### config.mk
export PLATFORM = sky130hd
export DESIGN_NAME = aes256_key_expand
export DESIGN_NICKNAME = d
export VERILOG_FILES = /design/src/rtl/aes_pkg.sv /design/src/rtl/sbox.sv /design/src/rtl/aes256_key_expand.sv
export SDC_FILE = /design/constraint.sdc
export NUM_CORES = 2
export LEC_CHECK = 0
export BUFFER_PORTS_ARGS = -buffer_cell sky130_fd_sc_hd__buf_4
export CORE_MARGIN = 5
export CORE_UTILIZATION = 55
export DETAILED_ROUTE_END_ITERATION = 8
export HOLD_SLACK_MARGIN = 0.08
export PLACE_DENSITY = 0.75
export SETUP_SLACK_MARGIN = 0.2
export SLEW_MARGIN = 0
export SYNTH_ARGS = -nofsm -noshare
export SYNTH_HDL_FRONTEND = slang
export SYNTH_HIERARCHICAL = 1
export SYNTH_SLANG_ARGS = --single-unit
### constraint.sdc
create_clock -name clk -period 6.1 [get_ports clk]
set_clock_uncertainty 0.05 [all_clocks]
set_input_delay 0.915 -clock clk [delete_from_list [all_inputs] [get_ports clk]]
set_output_delay 0.915 -clock clk [all_outputs]
set_load 0.02 [all_outputs]
### src/rtl/aes_pkg.sv
// aes_pkg: shared AES key-schedule constants, word type and byte/word helpers.
package aes_pkg;
    localparam int NR = 14;
    localparam int NK = 8;
    localparam logic [7:0] RCON_INIT = 8'h01;
    localparam logic [7:0] XTIME_POLY = 8'h1b;

    typedef logic [31:0] word_t;

    function automatic word_t rot_word(input word_t w);
        return {w[23:0], w[31:24]};
    endfunction

    function automatic logic [7:0] xtime(input logic [7:0] b);
        return {b[6:0], 1'b0} ^ (b[7] ? XTIME_POLY : 8'h00);
    endfunction
endpackage

### src/rtl/sbox.sv
// sbox: combinational AES forward S-box, one byte in, one byte out.
module sbox (
    input  logic [7:0] i_byte,
    output logic [7:0] o_byte
);
    localparam logic [0:255][7:0] SBOX = {
        128'h637c777bf26b6fc53001672bfed7ab76, 128'hca82c97dfa5947f0add4a2af9ca472c0,
        128'hb7fd9326363ff7cc34a5e5f171d83115, 128'h04c723c31896059a071280e2eb27b275,
        128'h09832c1a1b6e5aa0523bd6b329e32f84, 128'h53d100ed20fcb15b6acbbe394a4c58cf,
        128'hd0efaafb434d338545f9027f503c9fa8, 128'h51a3408f929d38f5bcb6da2110fff3d2,
        128'hcd0c13ec5f974417c4a77e3d645d1973, 128'h60814fdc222a908846eeb814de5e0bdb,
        128'he0323a0a4906245cc2d3ac629195e479, 128'he7c8376d8dd54ea96c56f4ea657aae08,
        128'hba78252e1ca6b4c6e8dd741f4bbd8b8a, 128'h703eb5664803f60e613557b986c11d9e,
        128'he1f8981169d98e949b1e87e9ce5528df, 128'h8ca1890dbfe6426841992d0fb054bb16
    };
    assign o_byte = SBOX[i_byte];
endmodule

### src/rtl/aes256_key_expand.sv
// aes256_key_expand: sequential AES-256 key schedule, one 128-bit round key per handshake.
// An 8-word sliding window holds w[i-8..i-1]; each GEN cycle appends four words.
module aes256_key_expand
    import aes_pkg::*;
(
    input  logic           clk,
    input  logic           rst,
    input  logic           start,
    input  logic [255:0]   key,
    output logic           busy,
    output logic           rk_valid,
    input  logic           rk_ready,
    output logic [3:0]     rk_idx,
    output logic [127:0]   rk,
    output logic           done
);
    typedef enum logic [1:0] {IDLE, EMIT, GEN} state_t;

    state_t              r_state;
    logic [32*NK-1:0]    r_win;
    logic [7:0]          r_rcon;
    logic                w_even;
    word_t               w_sub_in, w_sub, w_temp, w_n0, w_n1, w_n2, w_n3;

    // The key being generated is rk_idx+1, so an odd current index means an even new one.
    assign w_even   = rk_idx[0];
    assign w_sub_in = w_even ? rot_word(r_win[31:0]) : r_win[31:0];

    for (genvar g = 0; g < 4; g++) begin : g_sub
        sbox u_sbox (.i_byte(w_sub_in[8*g +: 8]), .o_byte(w_sub[8*g +: 8]));
    end

    assign w_temp = w_sub ^ (w_even ? {r_rcon, 24'h0} : 32'h0);
    assign w_n0   = r_win[255:224] ^ w_temp;
    assign w_n1   = r_win[223:192] ^ w_n0;
    assign w_n2   = r_win[191:160] ^ w_n1;
    assign w_n3   = r_win[159:128] ^ w_n2;

    always_ff @(posedge clk) begin
        if (rst) begin
            r_state  <= IDLE;
            r_win    <= '0;
            r_rcon   <= '0;
            busy     <= 1'b0;
            rk_valid <= 1'b0;
            rk_idx   <= '0;
            rk       <= '0;
            done     <= 1'b0;
        end else begin
            case (r_state)
                IDLE: if (start) begin
                    r_win    <= key;
                    r_rcon   <= RCON_INIT;
                    rk       <= key[255:128];
                    rk_idx   <= '0;
                    rk_valid <= 1'b1;
                    busy     <= 1'b1;
                    done     <= 1'b0;
                    r_state  <= EMIT;
                end
                EMIT: if (rk_ready) begin
                    if (rk_idx == 4'd0) begin
                        rk     <= r_win[127:0];
                        rk_idx <= 4'd1;
                    end else if (rk_idx == 4'(NR)) begin
                        rk_valid <= 1'b0;
                        busy     <= 1'b0;
                        done     <= 1'b0;
                        r_state  <= IDLE;
                    end else begin
                        rk_valid <= 1'b0;
                        r_state  <= GEN;
                    end
                end
                GEN: begin
                    r_win    <= {r_win[127:0], w_n0, w_n1, w_n2, w_n3};
                    rk       <= {w_n0, w_n1, w_n2, w_n3};
                    rk_idx   <= rk_idx + 4'd1;
                    done     <= (rk_idx == 4'(NR - 1));
                    rk_valid <= 1'b1;
                    if (w_even) r_rcon <= xtime(r_rcon);
                    r_state  <= EMIT;
                end
                default: r_state <= IDLE;
            endcase
        end
    end
endmodule

# Word level (Yosys, flattened, before mapping)
# Memory sizes are Yosys's and may differ from the RTL's.
# Cells that the tools add are included.
[word_totals]
rom_bits = 8192
ff_bits = 401
output_inout_bits = 135
n_memories = 4
[memory_table]
columns = ["memory", "depth", "word_bits", "rd", "rd_clocked_by_memory_dff", "wr", "line", "rtl"]
rows = [
  ["(no name shown)", 256, 8, 1, 0, 0, "sbox.sv:16", "assign o_byte = SBOX[i_byte];"],
  ["(no name shown)", 256, 8, 1, 0, 0, "sbox.sv:16", ""],
  ["(no name shown)", 256, 8, 1, 0, 0, "sbox.sv:16", ""],
  ["(no name shown)", 256, 8, 1, 0, 0, "sbox.sv:16", ""],
]
[op_classes]
magnitude_cmp = 4
reduce_logical = 12
bitwise = 10
mux = 39
add_sub_neg = 1
eq_ne = 10
[op_table]
columns = ["cell", "n"]
rows = [
  ["$pmux W256 S2", 1],
  ["$mux W128", 3],
  ["$pmux W128 S3", 1],
  ["$mux W256", 1],
  ["$xor A32 B32 Y32", 5],
  ["$mux W8", 10],
  ["$mux W32", 2],
  ["$ge A9 B9 Y1 const B", 4],
  ["$not A8 Y9", 4],
  ["$pmux W8 S2", 1],
  ["$mux W4", 3],
  ["$ne A2 B2 Y1 const B", 6],
  ["$pmux W4 S3", 1],
  ["$reduce_and A5 Y1", 2],
  ["$eq A4 B4 Y1 const B", 2],
  ["$mux W2", 4],
  ["$reduce_and A4 Y1", 2],
  ["$xor A8 B5 Y8", 1],
  ["$mux W1", 7],
  ["$pmux W1 S3", 2],
  ["$pmux W2 S3", 1],
  ["$reduce_and A3 Y1", 2],
  ["$mux W5", 1],
  ["$add A4 B1 Y4 const B", 1],
  ["8 further kinds", 9],
]

# Depth between registers and ports, before layout
[logic_depth]
ltp_word = 11
depth_mapped = 20

# Modules after synthesis
# Netlist, hierarchy kept.
[by_module_without_submodules]
columns = ["module", "cells_each", "area_each_um2", "seq_area_each_um2", "instances"]
rows = [
  ["aes256_key_expand", 2447, 20121.8, 8027.7, 1],
  ["sbox (g_sub[1].u_sbox ...)", 507, 3179.3, 0.0, 3],
  ["sbox (g_sub[0].u_sbox)", 565, 3498.4, 0.0, 1],
]

# Least setup slack after synthesis
# No wires, ideal clock.
[synth_timing]
kind = "register -> register"
startpoint = "register rk_idx[0]"
endpoint = "register rk[30]"
synth_period_minus_slack_ns = 5.179
path_buffers = 6
slack_ns = 0.921
setup_ns = 0.133
arrival_time_ns = 4.996
required_ns = 5.917
path_stages_with_launch = 21
cell_sequence = "dfxtp_1 > clkbuf_1 > clkbuf_1 > buf_1 > mux2_2 > buf_2 > clkbuf_1 > inv_1 > ha_1 > clkbuf_1 > mux2_2 > a221o_1 > o211ai_1 > o311ai_1 > o41ai_1 > a31oi_1 > xnor2_1 > xor3_1 > xnor2_1 > a221oi_1 > nor4_1"
[synth_between]
elab_chain_cells = 11
[synth_rtl]
columns = ["element", "line", "rtl"]
rows = [
  ["start, declared", "aes256_key_expand.sv:13", "output logic [3:0] rk_idx,"],
  ["start signal, assigned", "aes256_key_expand.sv:78", "rk_idx <= rk_idx + 4'd1;"],
  ["$mux W32", "aes256_key_expand.sv:27", "assign w_sub_in = w_even ? rot_word(r_win[31:0]) : r_win[31:0];"],
  ["via w_sub_in[25]", "aes256_key_expand.sv:23", "word_t w_sub_in, w_sub, w_temp, w_n0, w_n1, w_n2, w_n3;"],
  ["$not A8 Y9 (implied by the code)", "sbox.sv:16", ""],
  ["$mem_v2 Z256 W8", "-", ""],
  ["$mux W8 (implied by the code) (2 in a row)", "sbox.sv:16", ""],
  ["via w_sub[30]", "aes256_key_expand.sv:23", ""],
  ["$xor A32 B32 Y32", "aes256_key_expand.sv:33", "assign w_temp = w_sub ^ (w_even ? {r_rcon, 24'h0} : 32'h0);"],
  ["$xor A32 B32 Y32", "aes256_key_expand.sv:34", "assign w_n0 = r_win[255:224] ^ w_temp;"],
  ["$xor A32 B32 Y32", "aes256_key_expand.sv:35", "assign w_n1 = r_win[223:192] ^ w_n0;"],
  ["$xor A32 B32 Y32", "aes256_key_expand.sv:36", "assign w_n2 = r_win[191:160] ^ w_n1;"],
  ["$xor A32 B32 Y32", "aes256_key_expand.sv:37", "assign w_n3 = r_win[159:128] ^ w_n2;"],
  ["$pmux W128 S3", "aes256_key_expand.sv:50", "case (r_state)"],
  ["end signal, assigned", "aes256_key_expand.sv:54", "rk <= key[255:128];"],
  ["end signal, assigned", "aes256_key_expand.sv:63", "rk <= r_win[127:0];"],
  ["end signal, assigned", "aes256_key_expand.sv:77", "rk <= {w_n0, w_n1, w_n2, w_n3};"],
  ["end, declared", "aes256_key_expand.sv:14", "output logic [127:0] rk,"],
]
# The timed path passes the listed nets, and every way through them passes these cells. The select of a mux whose other input is x is not followed.
# A chain may end at the register's enable or synchronous reset.

# Worst setup path after layout
[layout_timing]
startpoint = "register rk_idx[0]"
endpoint = "register rk[20]"
# Same word-level chain as after synthesis.

==> impl_metrics.toml <==
[route]
first_iter_violations = 6898
postRouteAntennaNets = 0
drt-pass1-iter-count = 9
drc_errors = 0
wl_per_cell_um = 27.9
num_vias = 39221
wl_um = 152000
viasPerCell = 7.20

[die]
initial_core_util = 0.552
dieWidth_um = 256
ios = 395
dieHeight_um = 256
rows = 90
die_area_um2 = 65300
coreArea_um2 = 60000

[placement]
gp_congestion = 1.10
io_buffers = 394
place_ws_ns = 0.729
dp_hpwl_um = 107000
placedCellCount = 5359

[finish]
finalNonFillerCells = 5449
fin_nets = 4952
area_delta_synth_final_pct = 13.3
fillers = 5207
drive_above_1_share = 0.160

[logic_synthesis]
async_flop_share = 0
syn_area_um2 = 33200
synth.distinct_cells = 92
syn-instance-count = 4533
yosys_most_used_dff = "dfxtp_1"
synth-edff-count = 0
synth-seq-cells = 401
synth_top_area_frac = 0.242
synth_nets = 4861
synth_warnings = 6
yosys.area.top_type = "dfxtp_1"
synth_seq_area_share = 0.242
synthTopCellsByArea = "dfxtp_1, a21oi_1, a211oi_1"
avgSynthCellArea_um2 = 7.31

[sta]
slew_headroom = 0.263
setup_slack_ns = 0.589
finalCriticalPeriod_ns = 5.51
max_freq_mhz = 181
holdWs_ns = 0.406
rsz0062_at_grt = "no"
worst_pin_slew_ns = 1.11
setup_viol_count_final = 0
hold_viol_final = 0
period_share = 0.903
slew_viol_final = 0
setup_tns_ns = 0

[clocking]
root_buffer = "clkbuf_16"
cts_setup_buffers = 0
cts_max_level = 2
cts_buffer_depth = 3
cts.sinks = 401
cts_tree = "done"
cts_buffers = 45
path_clk_slew_ns = 0.06
insertion_delay_ns = 0.59

[power]
irDropWorstVdd_uv = 236
p_per_area_nw_per_um2 = 334
power.switching_mw = 5.73
swShare = 0.456
seqPwrFrac = 0.262
pwr-share-clk = 0.219
p_comb_frac = 0.518
p_leak_nw = 13.6
power.internal_mw = 6.84

[setup_path]
critPathMaxStageDelay_ns = 0.66
cp-end-kind = "flop"
startpoint_type = "flop"
cp_common_cell = "buf_4"
cp_cell_sequence = "buf_4 > mux2_2 > inv_1 > ha_1 > and2_1 > o21ai_1 > o21ai_1 > nor2_1 > a2111oi_1 > buf_4 > o32ai_1 > xnor2_1 > buf_4 > xnor2_1 > xor2_1 > nand2_1 > a221oi_1"
path_class = "reg -> reg"
cp_max_fo = 17
critical_path_arrival_ns = 5.95
cp_slowest_cell = "a2111oi_1"
cp.required_ns = 6.54

[grt]
gr-total-overflow = 0
first_global_vias = 36692
grtUsageTotal = 0.434
grt_antenna_before_repair = 15
grt_max_degree = 164
grt_first_pass_wirelength_um = 228000

[run_status]
status = "complete, no violations"

[hold_path]
hold_path.class = "reg -> reg"

[flow_run]
max_cap_violations = 0
[logic make-up after synthesis]
group / count (synthesis) / share of synthesized area
fa+ha+maj: 68 / 0.0257
flops: 401 / 0.242
simple gates: 1480 / 0.206
xor+xnor: 176 / 0.0501
mux: 198 / 0.0643
buf+inv: 539 / 0.0743
compound gates: 1671 / 0.337
[worst max-delay path: cells and delay by family (launching register included)]
kind	cells	cell delay (ns)
AND/OR/NAND/NOR	3	0.67
buffers and inverters	4	0.98
flip-flops	1	0.57
XOR/XNOR	3	1.04
AO/OA/AOI/OAI	5	1.33
multiplexers	1	0.53
adder cells (fa/ha/maj)	1	0.20
[power groups by stage]
stage / Sequential, mW / Clock (mW) / Combinational, mW
floorplan: 3.43 / 0 / 3.93
global placement: 3.31 / 0 / 6.25
detailed placement: 3.33 / 0 / 6.21
CTS: 3.28 / 2.76 / 6.25
global route: 3.33 / 2.88 / 6.82
finish: 3.30 / 2.75 / 6.51
[what timing repair did]
action,in CTS,in global routing
hold buffers,0,0
setup endpoints to repair,0,1
gates resized for setup,0,1
[cells in the mapped netlist, drive strengths merged, types with 67 or more instances]
master and count:
o21ai 313, ha 68, nand2b 75, a211oi 277
nand3 89, o211ai 106, a221oi 67, nor2 502
mux2i 151, xnor2 98, xor2 70, nand2 451
a21oi 419, clkbuf 282, nor3 114, buf 205
dfxtp 401
[per-layer routing]
| layer | GRT usage | vias to the layer above | share of wire |
|---|---|---|---|
| met5 | 0 | - | 0.000085 |
| met4 | 0.285 | 2 | 0.083 |
| met3 | 0.0993 | 747 | 0.12 |
| met2 | 0.671 | 3127 | 0.43 |
| met1 | 0.544 | 18377 | 0.37 |
| li1 | - | 16968 | - |
[cell type report]
cell class	instances	area (µm²)	share of cell area
Antenna cell	15	37.5	0.000999
Sequential cell	401	8030	0.214
Tap cell	782	978	0.0260
Clock buffer	64	1270	0.0337
Inverter	52	200	0.00533
Multi-Input combinational cell	3593	22800	0.606
Clock inverter	11	161	0.00430
Timing Repair Buffer	531	4140	0.110
[cells in the final DEF (no fill, tap or decap), types with 59 or more instances in the layout]
master,count
a211oi_1,277
a21oi_1,419
a221oi_1,64
buf_4,518
dfxtp_1,400
ha_1,65
mux2i_1,148
nand2_1,443
nand2b_1,69
nand3_1,89
nor2_1,492
nor2b_1,59
nor3_1,109
o211ai_1,106
o21ai_0,241
o21ai_1,71
xnor2_1,98
xor2_1,70
[state kept, by name, indices dropped and copies added, names as in the netlist]
signal    flops
busy          1
done          1
r_rcon        8
r_state       2
r_win       256
rk          128
rk_idx        4
rk_valid      1
[path summary, 6_finish.rpt]
path	from	endpoint	slack [ns]	cells past startpoint
max	rk_idx[0]	rk[20]	0.59	17
min	rk[72]	rk[72]	0.41	2
max reg2reg	rk_idx[0]	rk[20]	0.59	17
min reg2reg	rk[72]	rk[72]	0.41	2
[through the flow]
step / power [mW] / utilization / instance area (µm²)
2_1_floorplan: 7.36 / - / 33200
6_report: 12.6 / 0.626 / 37600
4_1_cts: 12.3 / 0.625 / 37500
3_5_place_dp: 9.54 / 0.602 / 36100
3_3_place_gp: 9.56 / 0.602 / 36100
5_1_grt: 13.0 / 0.626 / 37600
Note: power is estimated with default switching activity, not from simulation.
